$ cat src/rtl/accel_cmd_issuer.sv
// accel_cmd_issuer
//   Hardware initiator for the accelerator custom-instruction port. Queues
//   commands from a local master, issues them one at a time on the
//   instr_valid/instr_ready handshake, and collects matching rd_we writebacks
//   (or timeout markers) into a response FIFO.
//
// Ports
//   clk, rst                      clock, synchronous active-high reset
//   cmd_valid/cmd_ready           command push handshake (cmd_ready = !full)
//   cmd_instr/rs1/rs2/rd/wb       command payload
//   instr_valid/instr_ready       issue handshake towards the accelerator
//   instr/rs1_val/rs2_val/rd_addr registered issue payload
//   rd_we/rd_waddr/rd_wdata       accelerator writeback strobe
//   rsp_valid/rsp_ready           response pop handshake
//   rsp_data/rsp_rd/rsp_timeout   head response entry
//   busy                          FSM active or commands queued
//   err_sticky/err_clr            stray/mismatched/timed-out writeback flag
module accel_cmd_issuer #(
  parameter int CMD_DEPTH = 4,
  parameter int RSP_DEPTH = 4,
  parameter int TIMEOUT   = 1024
) (
  input  logic        clk,
  input  logic        rst,
  input  logic        cmd_valid,
  output logic        cmd_ready,
  input  logic [31:0] cmd_instr,
  input  logic [31:0] cmd_rs1,
  input  logic [31:0] cmd_rs2,
  input  logic [4:0]  cmd_rd,
  input  logic        cmd_wb,
  output logic        instr_valid,
  input  logic        instr_ready,
  output logic [31:0] instr,
  output logic [31:0] rs1_val,
  output logic [31:0] rs2_val,
  output logic [4:0]  rd_addr,
  input  logic        rd_we,
  input  logic [4:0]  rd_waddr,
  input  logic [31:0] rd_wdata,
  output logic        rsp_valid,
  input  logic        rsp_ready,
  output logic [31:0] rsp_data,
  output logic [4:0]  rsp_rd,
  output logic        rsp_timeout,
  output logic        busy,
  output logic        err_sticky,
  input  logic        err_clr
);

  localparam int CW  = $clog2(CMD_DEPTH);
  localparam int RW  = $clog2(RSP_DEPTH);
  localparam int TW  = $clog2(TIMEOUT);
  localparam int CCW = CW + 1;
  localparam int RCW = RW + 1;
  localparam logic [CW:0]   CMD_CAP = CCW'(CMD_DEPTH);
  localparam logic [RW:0]   RSP_CAP = RCW'(RSP_DEPTH);
  localparam logic [TW-1:0] T_LAST  = TW'(TIMEOUT - 1);

  // wb holds the effective writeback flag (cmd_wb && rd != x0), folded in at push
  typedef struct packed {
    logic [31:0] instr;
    logic [31:0] rs1;
    logic [31:0] rs2;
    logic [4:0]  rd;
    logic        wb;
  } cmd_t;

  typedef struct packed {
    logic [31:0] data;
    logic [4:0]  rd;
    logic        timeout;
  } rsp_t;

  typedef enum logic [1:0] {IDLE, ISSUE, WAIT_WB} state_t;

  cmd_t          cmd_mem [CMD_DEPTH];
  logic [CW-1:0] cmd_wp, cmd_rp;
  logic [CW:0]   cmd_cnt;
  rsp_t          rsp_mem [RSP_DEPTH];
  logic [RW-1:0] rsp_wp, rsp_rp;
  logic [RW:0]   rsp_cnt;

  state_t        state, state_n;
  cmd_t          cur, head;
  logic [TW-1:0] timer, timer_n;
  logic          cmd_push, cmd_pop, rsp_push, rsp_pop, err_set, match;
  rsp_t          rsp_in;

  assign cmd_ready   = (cmd_cnt != CMD_CAP);
  assign cmd_push    = cmd_valid && cmd_ready;
  assign head        = cmd_mem[cmd_rp];
  assign rsp_valid   = (rsp_cnt != '0);
  assign rsp_pop     = rsp_valid && rsp_ready;
  assign {rsp_data, rsp_rd, rsp_timeout} = rsp_valid ? rsp_mem[rsp_rp] : '0;
  assign instr_valid = (state == ISSUE);
  assign instr       = cur.instr;
  assign rs1_val     = cur.rs1;
  assign rs2_val     = cur.rs2;
  assign rd_addr     = cur.rd;
  assign busy        = (state != IDLE) || (cmd_cnt != '0);
  assign match       = rd_we && (rd_waddr == cur.rd);

  always_comb begin
    state_n = state;
    timer_n = timer;
    cmd_pop = 1'b0;
    rsp_push = 1'b0;
    rsp_in = '0;
    err_set = 1'b0;
    unique case (state)
      IDLE: begin
        err_set = rd_we;
        // response space is reserved here so a later push can never overflow
        if ((cmd_cnt != '0) && (!head.wb || (rsp_cnt != RSP_CAP))) begin
          cmd_pop = 1'b1;
          state_n = ISSUE;
        end
      end
      ISSUE: begin
        if (!instr_ready) begin
          err_set = rd_we;
        end else if (!cur.wb) begin
          err_set = rd_we;
          state_n = IDLE;
        end else if (match) begin
          rsp_push = 1'b1;
          rsp_in.data = rd_wdata;
          rsp_in.rd = cur.rd;
          state_n = IDLE;
        end else begin
          err_set = rd_we;
          timer_n = '0;
          state_n = WAIT_WB;
        end
      end
      WAIT_WB: begin
        timer_n = timer + 1'b1;
        if (match) begin
          rsp_push = 1'b1;
          rsp_in.data = rd_wdata;
          rsp_in.rd = cur.rd;
          state_n = IDLE;
        end else begin
          err_set = rd_we;
          if (timer == T_LAST) begin
            rsp_push = 1'b1;
            rsp_in.rd = cur.rd;
            rsp_in.timeout = 1'b1;
            err_set = 1'b1;
            state_n = IDLE;
          end
        end
      end
      default: state_n = IDLE;
    endcase
  end

  always_ff @(posedge clk) begin
    if (rst) begin
      state <= IDLE;
      timer <= '0;
      cur <= '0;
      cmd_wp <= '0;
      cmd_rp <= '0;
      cmd_cnt <= '0;
      rsp_wp <= '0;
      rsp_rp <= '0;
      rsp_cnt <= '0;
      err_sticky <= 1'b0;
    end else begin
      state <= state_n;
      timer <= timer_n;
      if (cmd_pop) cur <= head;
      if (cmd_push) cmd_wp <= cmd_wp + 1'b1;
      if (cmd_pop) cmd_rp <= cmd_rp + 1'b1;
      case ({cmd_push, cmd_pop})
        2'b10:   cmd_cnt <= cmd_cnt + 1'b1;
        2'b01:   cmd_cnt <= cmd_cnt - 1'b1;
        default: ;
      endcase
      if (rsp_push) rsp_wp <= rsp_wp + 1'b1;
      if (rsp_pop) rsp_rp <= rsp_rp + 1'b1;
      case ({rsp_push, rsp_pop})
        2'b10:   rsp_cnt <= rsp_cnt + 1'b1;
        2'b01:   rsp_cnt <= rsp_cnt - 1'b1;
        default: ;
      endcase
      if (err_set) err_sticky <= 1'b1;
      else if (err_clr) err_sticky <= 1'b0;
    end
  end

  // storage only; validity is tracked by the reset pointers and counts
  always_ff @(posedge clk) begin
    if (cmd_push) cmd_mem[cmd_wp] <= {cmd_instr, cmd_rs1, cmd_rs2, cmd_rd, cmd_wb && (cmd_rd != 5'd0)};
    if (rsp_push) rsp_mem[rsp_wp] <= rsp_in;
  end

endmodule
$ cat config.mk
export PLATFORM = sky130hd
export DESIGN_NAME = accel_cmd_issuer
export DESIGN_NICKNAME = d
export VERILOG_FILES = /design/src/rtl/accel_cmd_issuer.sv
export SDC_FILE = /design/constraint.sdc
export NUM_CORES = 1
export LEC_CHECK = 0
export BUFFER_PORTS_ARGS = -buffer_cell sky130_fd_sc_hd__buf_4
export CAP_MARGIN = 20
export CORE_MARGIN = 2
export CORE_UTILIZATION = 30
export CTS_CLUSTER_DIAMETER = 40
export CTS_CLUSTER_SIZE = 8
export DETAILED_ROUTE_END_ITERATION = 12
export PLACE_DENSITY_LB_ADDON = 0.25
export SYNTH_ARGS = -nofsm -noshare
export SYNTH_HDL_FRONTEND = slang
export SYNTH_SLANG_ARGS = --single-unit
$ cat constraint.sdc
create_clock -name clk -period 9 [get_ports clk]
set_input_delay 0.45 -clock clk [delete_from_list [all_inputs] [get_ports clk]]
set_output_delay 0.45 -clock clk [all_outputs]
set_load 0.02 [all_outputs]
==> summary.md, run 1 <==
| Metric | Value |
|---|---|
| Row cnt | `109` |
| Initial antenna violation count | `8` |
| Area grow syn2layout | `28.0%` |
| Final hold violations | `0` |
| Share of cells above drive strength 1 | `0.308` |
| DP Wirelength | `35300 um` |
| Largest net degree at the start of global routing | `83` |
| Via density | `4.54` |
| Via count | `14.5k` |
| Final slew viol count | `0` |
| Total CTS buffers | `115` |
| Crit-path slowest cell | `dfxtp_4` |
| Cts repair resizes | `0` |
| # clock sinks | `693` |
| Yosys cell types | `46` |
| Vias in the first global route | `15.7k` |
| Hold crit path type | `in -> reg` |
| Initial drt markers | `770` |
| Leakage power | `12.2 nW` |
| CP cell instances | `mux4_2, nand2_1, nand3b_1, buf_4, inv_4, ha_1, inv_1, fa_1, xor2_1, or3_1, a21oi_1` |
| Crit path max fanout | `46` |
| Placer Congestion | `0.721` |
| Syn nets | `1741` |
| Setup Buffers After CTS | `0` |
| Status | `complete, no violations` |
| Starting Density | `0.302` |
| YS warnings | `0` |
| CTS H-tree depth | `3` |
| Max cap viols | `0` |
| Final setup fails | `0` |
| Main synth FF type | `edfxtp_1` |
| Crit path max-delay family | `flip-flops` |
| Syn avg cell area | `16.9 sq um` |
| Min Hold Slack | `0.0574 ns` |
| Worst path required time | `9.59 ns` |
| Die area | `91500 sq um` |
| I/O pin cnt | `290` |
| EDFF count, synth | `560` |
| Crit path kind | `reg -> reg` |
| CP Launch Type | `flop` |
| Pre-CTS setup slack | `4.68 ns` |
| Final Cell Area | `34200 sq um` |
| Die Wd | `303 um` |
| Port Buffers | `289` |
| RSZ-0062 raised after global routing | `false` |
| Layout Nets | `2090` |
| Yosys reg bits | `693` |
| DRC | `0` |
| Final core occ | `0.387` |
| Clock buffer depth | `3` |
| First-pass GRT wire length | `93000 um` |
| Minimum clock period | `4.15 ns` |
| Worst-path clk slew | `0.05 ns` |
| Fin crit share | `0.461` |
| TritonCTS clock tree | `done` |
| Final wirelength | `62400 um` |
| Root Driver | `clkbuf_16` |
| Worst Setup End Kind | `flop` |
| Gate Count Post-Synth | `1578` |
| Core box area | `88400 sq um` |
| Placed Cells | `2873` |
| CP Data Arrival Time | `4.74 ns` |
| Worst-Margin Slew | `0.957 ns` |
| Clock Skew | `0.0316 ns` |
| Post-synthesis sequential area ratio | `0.729` |
| Peak supply drop | `168 uV` |
| Max Clk Rate | `241 MHz` |
| 1st-pass router iterations | `5` |
| CP max stage delay | `0.93 ns` |
| Fin cells | `3193` |
| Synth async-reset ratio | `0` |
| Clk_lat worst skew | `0.68 ns` |
| Slew HR | `0.362` |
| Routed len/inst | `19.5 um` |
| Setup WS post-layout | `4.85 ns` |
| Mapped Area | `26700 sq um` |
| Detail Route Antenna Nets | `0` |
| Fillcell total | `8303` |
| Setup TNS Final | `0 ns` |
| Total global-route track usage | `0.135` |
| WP buf/inv | `3` |
| Total power per unit cell area | `304 nW/um^2` |
| Area after DPL | `29400 sq um` |
| DIE HEIGHT | `303 um` |
| Gr ovfl total | `0` |
| Pwr Total | `10.4 mW` |
## flip-flops by register name (all words and copies together), names as in the netlist, named ones only
register and flops:
rsp_cnt 3, cmd_cnt 3, cmd_rp 2, err_sticky 1, rd_addr 5, timer 10, cmd_mem 408, instr 32
rsp_rp 2, rs1_val 32, rs2_val 32, rsp_wp 2, state 2, rsp_mem 152, cur 1, cmd_wp 2
## area by class of cell
cell class	instances	area (sq um)	share of cell area
inverter	22	85.1	0.00249
timing repair buffer	409	3350	0.0978
antenna	4	10.0	0.000292
multi-input combinational	686	6080	0.178
tap	1165	1460	0.0426
sequential	693	19500	0.569
clock inverter	34	508	0.0148
clock buffer	180	3250	0.0951
## power by group
part | internal [mW] | switching [mW]
logic | 0.817 | 1.23
clock network | 2.73 | 1.46
registers | 3.93 | 0.249
## synth_stat cells, drive strengths merged, types with 10 or more instances
cell / n / area share
a21oi: 118 / 0.022
and2: 81 / 0.019
buf: 141 / 0.037
clkbuf: 36 / 0.0051
dfxtp: 133 / 0.10
edfxtp: 560 / 0.63
ha: 15 / 0.0070
inv: 22 / 0.0031
mux4: 140 / 0.12
nand2: 220 / 0.031
nand3: 11 / 0.0021
nor2: 19 / 0.0027
xor2: 10 / 0.0033
## worst reg2reg max path, stage by stage, from the launching register on
cell and delay [ns]:
dfxtp_4 0.93, mux4_2 0.70, nand2_1 0.10, nand3b_1 0.08, buf_4 0.29, inv_4 0.58, ha_1 0.34, inv_1 0.07
fa_1 0.37, xor2_1 0.16, or3_1 0.32, a21oi_1 0.15
## per-layer routing
metal | track usage | routed length, um
met1 | 0.161 | 25200
met2 | 0.230 | 31000
met3 | 0.0442 | 4740
met4 | 0.0483 | 1390
met5 | 0 | 40
## cells in the final DEF, fill, tap and decap left out, drive strengths merged, types with 6 or more instances in the layout
cell         Yosys  routed
buf            141     308
edfxtp         560     560
nor2            19      19
dlygate4sd3      0     101
and2            81      81
inv             22      25
clkbuf          36     180
mux4           140     140
nand2          220     220
bufinv           0       9
ha              15      15
nand3           11      11
dfxtp          133     133
clkinv           0      17
a21oi          118     118
xor2            10      10
and3             9       9
o21ai            6       6
## cells by family (layout without fill, tap and decap cells)
kind of cell / after synthesis / after routing / synth area share
other: 0 / 4 / 0
muxes: 142 / 142 / 0.119
adders and majority gates: 17 / 17 / 0.00852
DFF: 693 / 693 / 0.729
and+or+nand+nor: 369 / 369 / 0.0645
AOI/OAI and AO/OA: 144 / 144 / 0.0298
buffers and inverters: 199 / 645 / 0.0453
xor gates and xnor gates: 14 / 14 / 0.00459
## worst paths after layout
| path | to | slack (ns) | startpoint | cells after the start |
|---|---|---|---|---|
| max | cmd_cnt[2] | 4.85 | flop | 11 |
| min reg2reg | rs2_val[20] | 0.45 | rs2_val[20] | 2 |
| min | err_sticky | 0.06 | err_clr | 3 |
| max reg2reg | cmd_cnt[2] | 4.85 | flop | 11 |
## timing repair
action / 4_1_cts / 5_1_grt
endpoints found under the hold margin: 404 / 0
hold buffers: 101 / 0
endpoints found under the setup margin: 0 / 0
(Power assumes the default switching activity.)
==> run 2: changes to the inputs <==
Clock period 9 ns to 3.45 ns, I/O delays scaled along.
==> run 2 against run 1 <==
Compared with the run above:
- non-clock buffer count increased by 53
- global-route usage increased by 0.11 points
- cell count rose by 1.4%
- worst hold slack improved by 0.077 ns
- flip-flop and latch count unchanged
- power grew to 2.6 times the previous value
- critical endpoint is now rsp_cnt[2]
- largest cell class unchanged
==> summary.md, run 2 (synthesis results as in run 1) <==
| Metric | Value |
|---|---|
| Setup TNS Final | `0 ns (unchanged)` |
| Row cnt | `109 (unchanged)` |
| Met3 wire len | `4750 um (about the same)` |
| DIE HEIGHT | `303 um (unchanged)` |
| Psw | `7.79 mW (+160%)` |
| TritonCTS clock tree | `done` |
| Final wirelength | `62600 um (+0.30%)` |
| Leakage power | `12.4 nW (+1.8%)` |
| Minimum clock period | `3.01 ns (-1.14 ns)` |
| Largest registers | `cmd_mem (408), rsp_mem (152)` |
| Final hold violations | `0 (unchanged)` |
| Final slew viol count | `0 (unchanged)` |
| Hold crit path type | `in -> reg` |
| Largest net degree at the start of global routing | `105 (+27%)` |
| Clk_lat worst skew | `0.68 ns (about the same)` |
| Total global-route track usage | `0.137 (+0.00112)` |
| Worst-path clk slew | `0.05 ns (about the same)` |
| Die area | `91500 sq um (unchanged)` |
| DP Wirelength | `35400 um (+0.34%)` |
| RSZ-0062 raised after global routing | `false` |
| # clock sinks | `693 (unchanged)` |
| Placer Congestion | `0.725 (+0.58%)` |
| Gr ovfl total | `0 (unchanged)` |
| Worst Setup End Kind | `flop` |
| Max cap viols | `0 (unchanged)` |
| Clock Power Share | `0.390 (-0.012)` |
| Detail Route Antenna Nets | `0 (unchanged)` |
| Sequential fraction of design power | `0.396 (-0.005)` |
| Setup Buffers After CTS | `0 (unchanged)` |
| CTS H-tree depth | `3 (unchanged)` |
| Area grow syn2layout | `30.1%` |
| Routed len/inst | `19.3 um (-1.1%)` |
| Crit path kind | `reg -> reg` |
| Met2 wire len | `30700 um (-1.0%)` |
| Initial drt markers | `758 (-1.6%)` |
| Internal power | `19.2 mW (+160%)` |
| Share of cells above drive strength 1 | `0.306 (-0.00149)` |
| Root Driver | `clkbuf_16` |
| Max Clk Rate | `332 MHz (+38%)` |
| CP Data Arrival Time | `3.58 ns (-1.16 ns)` |
| Hold Startpoint | `rst` |
| Status | `complete, no violations` |
| Vias in the first global route | `15.9k (+1.2%)` |
| Met1 wire length | `25600 um (+1.4%)` |
| R2r setup slk | `0.44 ns (-4.41 ns)` |
| I/O pin cnt | `290 (unchanged)` |
| Depth of the worst hold-timing path | `2 (-1)` |
| Die Wd | `303 um (unchanged)` |
| Initial antenna violation count | `7 (-1)` |
| Core box area | `88400 sq um (unchanged)` |
| Layout Nets | `2142 (+2.5%)` |
| Largest Register | `cmd_mem` |
| Worst-Margin Slew | `1.02 ns (+0.0596 ns)` |
| Final setup fails | `0 (unchanged)` |
| Port Buffers | `289 (unchanged)` |
| Peak supply drop | `674 uV (+300%)` |
| Worst reg-to-reg path cell count | `12 (+1)` |
| Pre-CTS setup slack | `0.471 ns (-4.21 ns)` |
| CP Launch Type | `flop` |
| Switch share | `0.289 (+0.00587)` |
| First-pass GRT wire length | `94200 um (+1.3%)` |
| Multi-input logic area | `6070 sq um (about the same)` |
| Fin crit share | `0.872 (+0.412)` |
| Crit path max fanout | `15 (-67%)` |
| DRC | `0 (unchanged)` |
| Clock buffer depth | `3 (unchanged)` |
| Total power per unit cell area | `775 nW/um^2 (+150%)` |
| Largest register FFs | `408 (unchanged)` |
| Commonest non-fill, non-tap cell in the layout | `edfxtp_1` |
| Via count | `14.7k (+1.4%)` |
| Worst reg2reg path startpoint | `state[0]` |
| Slew HR | `0.322 (-0.0397)` |
| Total CTS buffers | `114 (-0.87%)` |
| R2R Path End | `rsp_cnt[2]` |
| Top Metal Used | `met5` |
| Clock Skew | `0.0516 ns (+0.0200 ns)` |
| 1st-pass router iterations | `7 (+2)` |
| Worst path required time | `4.02 ns (-5.57 ns)` |
| Combinational Power Share | `0.214 (+0.017)` |
| Setup WS post-layout | `0.440 ns (-4.41 ns)` |
| Register area | `19500 sq um (unchanged)` |
| Most frequent cells in the layout | `560 x edfxtp_1, 304 x buf_4, 220 x nand2_1, 140 x mux4_2, 139 x dlygate4sd3_1` |
| Via density | `4.54 (about the same)` |
| Starting Density | `0.302 (unchanged)` |
| Fillcell total | `8205 (-1.2%)` |
-- run 2: changes by cell type in the layout (fill, tap and decap cells not counted), sizes merged --
cell         delta
buf            +15
bufinv          -4
clkbuf          -5
clkinv          +6
clkinvlp        -1
diode           -3
dlygate4sd3    +38
-- run 2: power groups by stage --
stage | Sequential [mW] | Combinational [mW] | Clock, mW
floorplan | 10.7 | 4.22 | 0
global placement | 10.8 | 5.77 | 0
detailed placement | 10.8 | 5.81 | 0
CTS | 10.7 | 5.96 | 10.8
global route | 10.8 | 6.33 | 11.2
finish | 10.7 | 5.77 | 10.5
-- run 2: stage by stage --
step	area, sq um	std cells	total power [mW]	hold WS [ns]	util
2_1_floorplan	26700	1578	14.9	0.271	-
3_3_place_gp	29700	2888	16.5	0.371	0.337
3_5_place_dp	29800	2889	16.6	0.376	0.337
4_1_cts	34800	3238	27.5	0.108	0.394
5_1_grt	34800	3239	28.3	0.153	0.394
6_report	34800	3239	27.0	0.135	0.394
-- run 2: cell type report --
class,instances,share of cell area
Sequential cell,693,0.560
Inverter,22,0.00245
Clock inverter,35,0.0138
Tap cell,1165,0.0419
Timing Repair Buffer,462,0.117
Antenna cell,1,0.0000719
Clock buffer,175,0.0903
Multi-Input combinational cell,686,0.175
-- run 2: worst max-delay path by stage --
stage                        start       endpoint  slack, ns  cells after the start
final                     state[0]     rsp_cnt[2]       0.44                     12
after detailed placement  state[0]     rsp_cnt[2]       0.47                     12
after CTS                 state[0]     rsp_cnt[2]       0.43                     12
after global routing      state[0]     rsp_cnt[2]       0.26                     12
after floorplan           state[1]  rsp_mem[0][0]       0.66                      6
after global placement    state[0]     rsp_cnt[2]       0.48                     12
-- run 2: worst max-delay path: stages, from the launching register on --
cell and delay, ns:
dfxtp_1 0.37, inv_1 0.08, ha_1 0.38, and3_1 0.23, a21bo_1 0.23, o21a_1 0.29, inv_1 0.09, ha_1 0.18
inv_1 0.06, fa_1 0.38, xor2_1 0.16, or3_1 0.31, a21oi_1 0.16
-- run 2: what timing repair did --
action	4_1_cts	5_1_grt
endpoints found under the hold margin	549	0
hold buffers	139	0
gates resized for setup	0	0
-- run 2: layer usage --
layer,track usage,vias to the layer above
met2,0.231,404
met4,0.0470,10
met1,0.163,7464
li1,-,6693
met3,0.0452,122
met5,0,-
==> run 3: changes to the inputs <==
Settings changed: CAP_MARGIN 20 to default, CORE_UTILIZATION 30 to 53.
==> run 3 against run 2 <==
Compared with the run above:
- cell area decreased by 3.1%
- power decreased by 2.7%
- cell count down 16%
- largest cell class unchanged
- clock power fell by 5%
- first-iteration DRC count rose by 24%
- largest power group unchanged
- global-route usage grew 8.2 points
- flip-flop and latch count unchanged
- setup slack better by 0.050 ns
- sequential power is essentially flat
- critical path depth unchanged
==> summary.md, run 3 (synthesis results as in run 1) <==
| Metric | Value |
|---|---|
| Worst reg2reg path startpoint | `state[0]` |
| Layout Nets | `2124 (-0.84%)` |
| Core box area | `50000 sq um (-43%)` |
| Gr ovfl total | `0 (unchanged)` |
| R2r setup slk | `0.49 ns (+0.05 ns)` |
| Minimum clock period | `2.96 ns (-0.0496 ns)` |
| WP buf/inv | `3 (unchanged)` |
| Combinational Power Share | `0.212 (-0.002)` |
| Slew HR | `0.311 (-0.0116)` |
| Depth of the worst hold-timing path | `4 (+2)` |
| Min-Delay Endpoint | `rsp_rp[0]` |
| First-pass GRT wire length | `88200 um (-6.4%)` |
| Hold Startpoint | `rsp_ready` |
| Leakage power | `12.2 nW (-1.6%)` |
| Max Clk Rate | `338 MHz (+1.7%)` |
| Status | `complete, no violations` |
| Initial antenna violation count | `1 (-6)` |
| TritonCTS clock tree | `done` |
| Hold_buf cts | `137 (-1.4%)` |
| Worst-path clk slew | `0.05 ns (about the same)` |
| Fillcell total | `3349 (-59%)` |
| Placer Congestion | `0.797 (+9.9%)` |
| Via count | `14.8k (+0.78%)` |
| # clock sinks | `693 (unchanged)` |
| DIE HEIGHT | `229 um (-24%)` |
| Largest registers | `cmd_mem (408), rsp_mem (152)` |
| Detail Route Antenna Nets | `0 (unchanged)` |
| Final Cell Area | `33700 sq um (-3.1%)` |
| Most frequent cells in the layout | `560 x edfxtp_1, 304 x buf_4, 220 x nand2_1, 140 x mux4_2, 137 x dlygate4sd3_1` |
| Sequential fraction of design power | `0.407 (+0.011)` |
| Crit path kind | `reg -> reg` |
| Clock buffer depth | `3 (unchanged)` |
| CTS H-tree depth | `3 (unchanged)` |
| Root Driver | `clkbuf_16` |
| Largest net degree at the start of global routing | `105 (unchanged)` |
| Via density | `5.44 (+20%)` |
| CP Launch Type | `flop` |
| RSZ-0062 raised after global routing | `false` |
| CP cell instances | `inv_1, ha_1, and3_1, a21bo_1, o21a_1, inv_1, ha_1, inv_1, fa_1, xor2_1, or3_1, a21oi_1` |
| Row cnt | `82 (-25%)` |
| Final wirelength | `56400 um (-9.8%)` |
| Crit-path slowest cell | `ha_1` |
| Worst reg-to-reg path cell count | `12 (unchanged)` |
| Final setup fails | `0 (unchanged)` |
| Total power per unit cell area | `779 nW/um^2 (+0.47%)` |
| Pwr Total | `26.2 mW (-2.7%)` |
| Setup Buffers After CTS | `0 (unchanged)` |
| Crit path depth | `12 (unchanged)` |
| Commonest non-fill, non-tap cell in the layout | `edfxtp_1` |
| Worst-Margin Slew | `1.03 ns (+0.0173 ns)` |
| Setup TNS Final | `0 ns (unchanged)` |
| Starting Density | `0.535 (+0.233)` |
| Pre-CTS setup slack | `0.496 ns (+0.0252 ns)` |
| Setup WS post-layout | `0.490 ns (+0.0496 ns)` |
| Worst Setup End Kind | `flop` |
| Die Wd | `229 um (-24%)` |
| Peak supply drop | `631 uV (-6.4%)` |
| Share of cells above drive strength 1 | `0.298 (-0.00798)` |
| Largest Register | `cmd_mem` |
| Vias in the first global route | `15.6k (-1.7%)` |
| 1st-pass router iterations | `5 (-2)` |
| Clk_lat worst skew | `0.64 ns (-0.04 ns)` |
| R2R Path End | `rsp_cnt[2]` |
| Crit path max-delay family | `adder cells` |
| Max cap viols | `0 (unchanged)` |
| Internal power | `18.9 mW (-1.3%)` |
| CP Data Arrival Time | `3.52 ns (-0.06 ns)` |
| Final hold violations | `0 (unchanged)` |
| Fin crit share | `0.858 (-0.0144)` |
| I/O pin cnt | `290 (unchanged)` |
| Switch share | `0.279 (-0.00976)` |
| Total CTS buffers | `107 (-6.1%)` |
| Final slew viol count | `0 (unchanged)` |
| CP max stage delay | `0.39 ns (about the same)` |
| Initial drt markers | `938 (+24%)` |
| Area grow syn2layout | `26.1%` |
| Most used cell, CP | `inv_1` |
| Clock Power Share | `0.381 (-0.009)` |
| DP Wirelength | `31200 um (-12%)` |
| Psw | `7.32 mW (-5.9%)` |
| Total global-route track usage | `0.219 (+0.0824)` |
| DRC | `0 (unchanged)` |
| Hold crit path type | `in -> reg` |
| Crit path max fanout | `15 (unchanged)` |
| Routed len/inst | `20.7 um (+7.3%)` |
| Port Buffers | `289 (unchanged)` |
| Die area | `52300 sq um (-43%)` |
| Clock Skew | `0.0227 ns (-0.0289 ns)` |
| Largest register FFs | `408 (unchanged)` |
| Cts repair resizes | `0 (unchanged)` |
| Worst path required time | `4.01 ns (about the same)` |
| Area after DPL | `29000 sq um (-2.7%)` |
[run 3: through the flow]
stage | utilization | hold slack, ns | std cells
after floorplan | - | 0.271 | 1578
after global placement | 0.580 | 0.371 | 2387
after detailed placement | 0.580 | 0.375 | 2387
after CTS | 0.674 | 0.0393 | 2720
after global routing | 0.675 | 0.0819 | 2721
final | 0.675 | 0.0733 | 2721
[run 3: worst min-delay path: stages]
cell and delay (ns):
buf_4 0.07, and2_1 0.21, xnor2_1 0.11, nor2_1 0.09
[run 3: per-layer routing]
metal,track usage,wire [um],vias up
li1,-,-,6667
met1,0.277,22800,7596
met2,0.376,29000,465
met3,0.0503,3550,79
met4,0.0709,1030,0
met5,0,0,-
[run 3: power groups by stage]
stage	clock [mW]	combinational, mW	sequential [mW]
after floorplan	0	4.22	10.7
after global placement	0	5.43	10.8
after detailed placement	0	5.50	10.8
after CTS	10.2	5.65	10.7
after global routing	10.6	6.02	10.8
final	9.99	5.57	10.7
[run 3: worst max path at each step]
stage                         from       endpoint
after detailed placement  state[0]     rsp_cnt[2]
after global placement    state[0]     rsp_cnt[2]
after floorplan           state[1]  rsp_mem[0][0]
after global routing      state[0]     rsp_cnt[2]
after CTS                 state[0]     rsp_cnt[2]
final                     state[0]     rsp_cnt[2]
[run 3: final cells by class]
| type | count | area [sq um] | area share |
|---|---|---|---|
| Clock inverter | 23 | 324 | 0.00962 |
| Clock buffer | 173 | 3040 | 0.0901 |
| Tap cell | 672 | 841 | 0.0249 |
| Inverter | 22 | 85.1 | 0.00252 |
| Antenna cell | 1 | 2.50 | 0.0000743 |
| Sequential cell | 693 | 19500 | 0.578 |
| Multi-Input combinational cell | 686 | 6070 | 0.180 |
| Timing Repair Buffer | 451 | 3850 | 0.114 |
